`src/rtl/mem_port_arbiter.sv`:
```
// Shares one single-ported memory between the fetch port (IF) and the load/store port (DM).
// DM wins ties, except that IF is forced through once DM has won STARVE_MAX times in a row while IF waited.
module mem_port_arbiter #(
    parameter int MEM_LAT    = 2,
    parameter int STARVE_MAX = 4
) (
    input  logic        clk,
    input  logic        reset,
    input  logic        if_req,
    input  logic [31:0] if_addr,
    output logic        if_gnt,
    output logic [31:0] if_rdata,
    output logic        if_rvalid,
    input  logic        dm_req,
    input  logic        dm_we,
    input  logic [31:0] dm_addr,
    input  logic [31:0] dm_wdata,
    output logic        dm_gnt,
    output logic [31:0] dm_rdata,
    output logic        dm_rvalid,
    output logic        mem_en,
    output logic        mem_we,
    output logic [31:0] mem_addr,
    output logic [31:0] mem_wdata,
    input  logic [31:0] mem_rdata,
    output logic        busy
);

    typedef enum logic {IDLE = 1'b0, ACCESS = 1'b1} state_t;

    localparam logic [3:0] LAT_INIT   = 4'(MEM_LAT - 1);
    localparam logic [3:0] STARVE_LIM = 4'(STARVE_MAX);

    state_t     state, state_next;
    logic [3:0] lat_cnt;
    logic [3:0] starve_cnt;
    logic       owner_dm;
    logic       req_we;
    logic       last_beat;

    assign last_beat = (state == ACCESS) && (lat_cnt == 4'd0);
    assign mem_en    = (state == ACCESS);
    assign mem_we    = (state == ACCESS) && req_we;
    assign busy      = (state != IDLE);

    always_ff @(posedge clk or posedge reset) begin
        if (reset) state <= IDLE;
        else       state <= state_next;
    end

    always_comb begin
        state_next = state;
        if_gnt     = 1'b0;
        dm_gnt     = 1'b0;
        case (state)
            IDLE: begin
                if (dm_req && !(if_req && starve_cnt == STARVE_LIM)) dm_gnt = 1'b1;
                else if (if_req)                                     if_gnt = 1'b1;
                if (if_gnt || dm_gnt) state_next = ACCESS;
            end
            ACCESS: begin
                if (lat_cnt == 4'd0) state_next = IDLE;
            end
            default: state_next = IDLE;
        endcase
    end

    // Request register doubles as the memory address/data drivers, so they hold between accesses.
    always_ff @(posedge clk or posedge reset) begin
        if (reset) begin
            lat_cnt    <= 4'd0;
            starve_cnt <= 4'd0;
            owner_dm   <= 1'b0;
            req_we     <= 1'b0;
            mem_addr   <= 32'd0;
            mem_wdata  <= 32'd0;
            if_rdata   <= 32'd0;
            dm_rdata   <= 32'd0;
            if_rvalid  <= 1'b0;
            dm_rvalid  <= 1'b0;
        end else begin
            if_rvalid <= last_beat && !owner_dm;
            dm_rvalid <= last_beat && owner_dm;

            if (dm_gnt) begin
                owner_dm  <= 1'b1;
                req_we    <= dm_we;
                mem_addr  <= dm_addr;
                mem_wdata <= dm_wdata;
                lat_cnt   <= LAT_INIT;
            end else if (if_gnt) begin
                owner_dm  <= 1'b0;
                req_we    <= 1'b0;
                mem_addr  <= if_addr;
                lat_cnt   <= LAT_INIT;
            end else if (state == ACCESS && lat_cnt != 4'd0) begin
                lat_cnt <= lat_cnt - 4'd1;
            end

            if (state == IDLE) begin
                if (if_gnt)
                    starve_cnt <= 4'd0;
                else if (dm_gnt && if_req) begin
                    if (starve_cnt != STARVE_LIM) starve_cnt <= starve_cnt + 4'd1;
                end else if (!if_req)
                    starve_cnt <= 4'd0;
            end

            // Stores leave dm_rdata untouched.
            if (last_beat) begin
                if (!owner_dm)    if_rdata <= mem_rdata;
                else if (!req_we) dm_rdata <= mem_rdata;
            end
        end
    end

endmodule

```
`config.mk`:
```
export PLATFORM = sky130hd
export DESIGN_NAME = mem_port_arbiter
export DESIGN_NICKNAME = d
export VERILOG_FILES = /design/src/rtl/mem_port_arbiter.sv
export SDC_FILE = /design/constraint.sdc
export NUM_CORES = 1
export LEC_CHECK = 0
export ABC_AREA = 1
export ABC_CLOCK_PERIOD_IN_PS = 11650
export CORE_MARGIN = 5
export CORE_UTILIZATION = 35
export CTS_BUF_LIST = sky130_fd_sc_hd__clkbuf_16
export DETAILED_ROUTE_END_ITERATION = 6
export PLACE_DENSITY = 0.75
export SLEW_MARGIN = 20
export SYNTH_ARGS = -nofsm -noshare
export SYNTH_HDL_FRONTEND = slang
export SYNTH_SLANG_ARGS = --single-unit
```
`constraint.sdc`:
```
create_clock -name clk -period 11.65 [get_ports clk]
set_input_delay 2.33 -clock clk [delete_from_list [all_inputs] [get_ports clk]]
set_output_delay 2.33 -clock clk [all_outputs]
set_load 0.1 [all_outputs]
```
==> impl_metrics.json <==
{
  "critPathLaunch": "if_req",
  "diodes": 0,
  "cp-end-kind": "output port",
  "synth_edf_count": 0,
  "ff2ff_setup_slack_ns": 9.42,
  "fin_tns_setup_ns": 0,
  "cts.sinks": 141,
  "grt_overflow": 0,
  "die_x_um": 141,
  "grt_max_degree": 74,
  "detail_route.vias_per_cell": 4.42,
  "cts_hold_repair.buffers": 0,
  "syn2layout_area_growth_pct": 56.5,
  "syn_nets": 868,
  "min-delay-start": "mem_addr[17]",
  "yosysUniqueCellTypes": 21,
  "die_area_um2": 19900,
  "rr_worst_depth": 10,
  "synth.area.mux_share": 0,
  "postCtsSetupBuffers": 0,
  "yosysTopAreaCellShare": 0.588,
  "fin_crit_ns": 6.86,
  "grt_antenna_before_repair": 1,
  "drc": 0,
  "whs_ns": 0.476,
  "synth_top_family_by_area": "simple AND/OR/NAND/NOR gates",
  "io_buffers": 267,
  "final_nets": 1125,
  "critical_path_required_ns": 9.32,
  "critPathKind": "in -> out",
  "numCtsBuffers": 17,
  "fin_worst_skew_ns": 0.00749,
  "clk_pin_slew_ns": 0.06,
  "grt_setup_unrepaired": "no",
  "synth-main-ff-cell": "dfrtp_1",
  "first_pass_iters": 5,
  "core.rowCount": 47,
  "drt_iter0_drc": 165,
  "setup.worst_path.end": "if_gnt",
  "synth_seq_cells": 141,
  "synth-compound-area-share": 0.0893,
  "htreeDepth": 4,
  "worstMarginPinSlew_ns": 1.10,
  "antenna_left": 0,
  "yosys-top-cells-area": "dfrtp_1, nand2_1, inv_1",
  "period_share": 0.589,
  "start_kind": "input pin",
  "synth-seq-area-share": 0.588,
  "io_pins": 268,
  "finalMaxSlewViolations": 0,
  "drt-total-wl_mm": 17.0,
  "synth-simple-area-share": 0.210,
  "grt_usage": 0.169,
  "cts_root_buf": "clkbuf_16",
  "outcome": "completed",
  "place_congestion": 0.818,
  "r2r-end": "mem_addr[4]",
  "post-dp-hpwl_mm": 12.3,
  "synth_area_um2": 6000,
  "setup_viol": 0,
  "worstPathMaxFanout": 4,
  "clk_path_buf_depth": 2,
  "avgSynthCellArea_um2": 8.20,
  "first_global_vias": 5090,
  "synth_most_common_cell": "nand2_1",
  "arrival_ns": 4.53,
  "relSlewSlack": 0.261,
  "initial_core_util": 0.359,
  "yosysWarnings": 0,
  "die_h_um": 141,
  "syn_inst": 732,
  "synth_xor_area_frac": 0.00292,
  "cap_violations": 0,
  "cts_resized": 0,
  "wl_per_cell_um": 13.9,
  "synth_top_area_cell": "dfrtp_1",
  "vias": 5403,
  "min_path_type": "reg -> reg",
  "r2r_start": "starve_cnt[0]",
  "cts_tree": "yes",
  "netlist_top_cells_count": "nand2_1, dfrtp_1, inv_1",
  "yosys.area_share.adder": 0.00626,
  "grt_pass1_wl_mm": 26.8,
  "worst_skew_pair.late_latency_ns": 0.41,
  "post-route-util": 0.562,
  "fmax_ghz": 0.146,
  "final_layout_size_suffix_gt1_frac": 0.0449,
  "core_um2": 16700,
  "synthArstFlopShare": 1.00,
  "hold_viol_final": 0
}
-- worst min-delay path by stage --
stage | end | slack [ns] | cells past startpoint
after CTS | mem_addr[6] | 0.48 | 2
after detailed placement | mem_addr[25] | 0.46 | 2
after floorplan | lat_cnt[3] | 0.49 | 2
after global placement | mem_wdata[6] | 0.46 | 2
final | mem_addr[17] | 0.48 | 2
after global routing | mem_wdata[12] | 0.49 | 2
-- flip-flops by register name, summed over array words and instances, names as in the netlist --
register	flops
dm_rdata	32
if_rdata	32
mem_addr	32
mem_wdata	32
lat_cnt	4
starve_cnt	4
busy	1
dm_rvalid	1
if_rvalid	1
owner_dm	1
req_we	1
-- metal layers --
layer | part of all wire | wire length (um) | vias to the layer above | global-route usage
li1 | - | - | 2725 | -
met1 | 0.42 | 7130 | 2419 | 0.210
met2 | 0.45 | 7700 | 235 | 0.268
met3 | 0.11 | 1890 | 22 | 0.0742
met4 | 0.017 | 291 | 2 | 0.0515
met5 | 0.00076 | 13 | - | 0
-- cells by family (layout without fill, tap and decap cells) --
group	Yosys count	after routing
and+or+nand+nor	329	329
buffers and inverters	151	421
DFF	141	141
AOI/OAI and AO/OA	106	106
adders and majority gates	3	3
xor gates and xnor gates	2	2
-- metrics by stage --
stage | std cells | setup slack (ns) | cell area [um^2]
finish | 1222 | 4.79 | 9390
global route | 1222 | 4.60 | 9390
CTS | 1222 | 4.75 | 9390
detailed placement | 1190 | 4.76 | 8820
global placement | 1190 | 4.75 | 8820
floorplan | 732 | 5.54 | 6000
-- area by class of cell --
type,count,area [um^2]
Tap cell,220,275
Fill cell,1529,7310
Clock buffer,17,425
Sequential cell,141,3530
Timing Repair Buffer,272,2710
Inverter,117,444
Multi-Input combinational cell,440,1870
Clock inverter,15,139
-- layout by cell type, fill, tap and decap left out, drive strengths merged --
cell type / synthesis / layout
nand4: 2 / 2
clkbuf: 9 / 17
nor2: 11 / 11
inv: 117 / 122
dfrtp: 141 / 141
clkinv: 0 / 6
o21ai: 103 / 103
o22ai: 1 / 1
xor2: 1 / 1
bufinv: 0 / 1
a21oi: 2 / 2
ha: 3 / 3
buf: 25 / 5
nand2: 310 / 310
xnor2: 1 / 1
nand3: 6 / 6
clkinvlp: 0 / 3
clkdlybuf4s50: 0 / 267
-- worst max-delay path, cell delays in order --
cell             delay (ns)
clkdlybuf4s50_1        0.53
nand2_1                0.07
inv_1                  0.05
nand2_1                0.09
nand2_1                0.15
nand2_1                0.09
inv_1                  0.06
clkdlybuf4s50_1        1.16
Power is not shown: default switching activity piles up to over one toggle a cycle in this logic, so the estimate is an artifact.
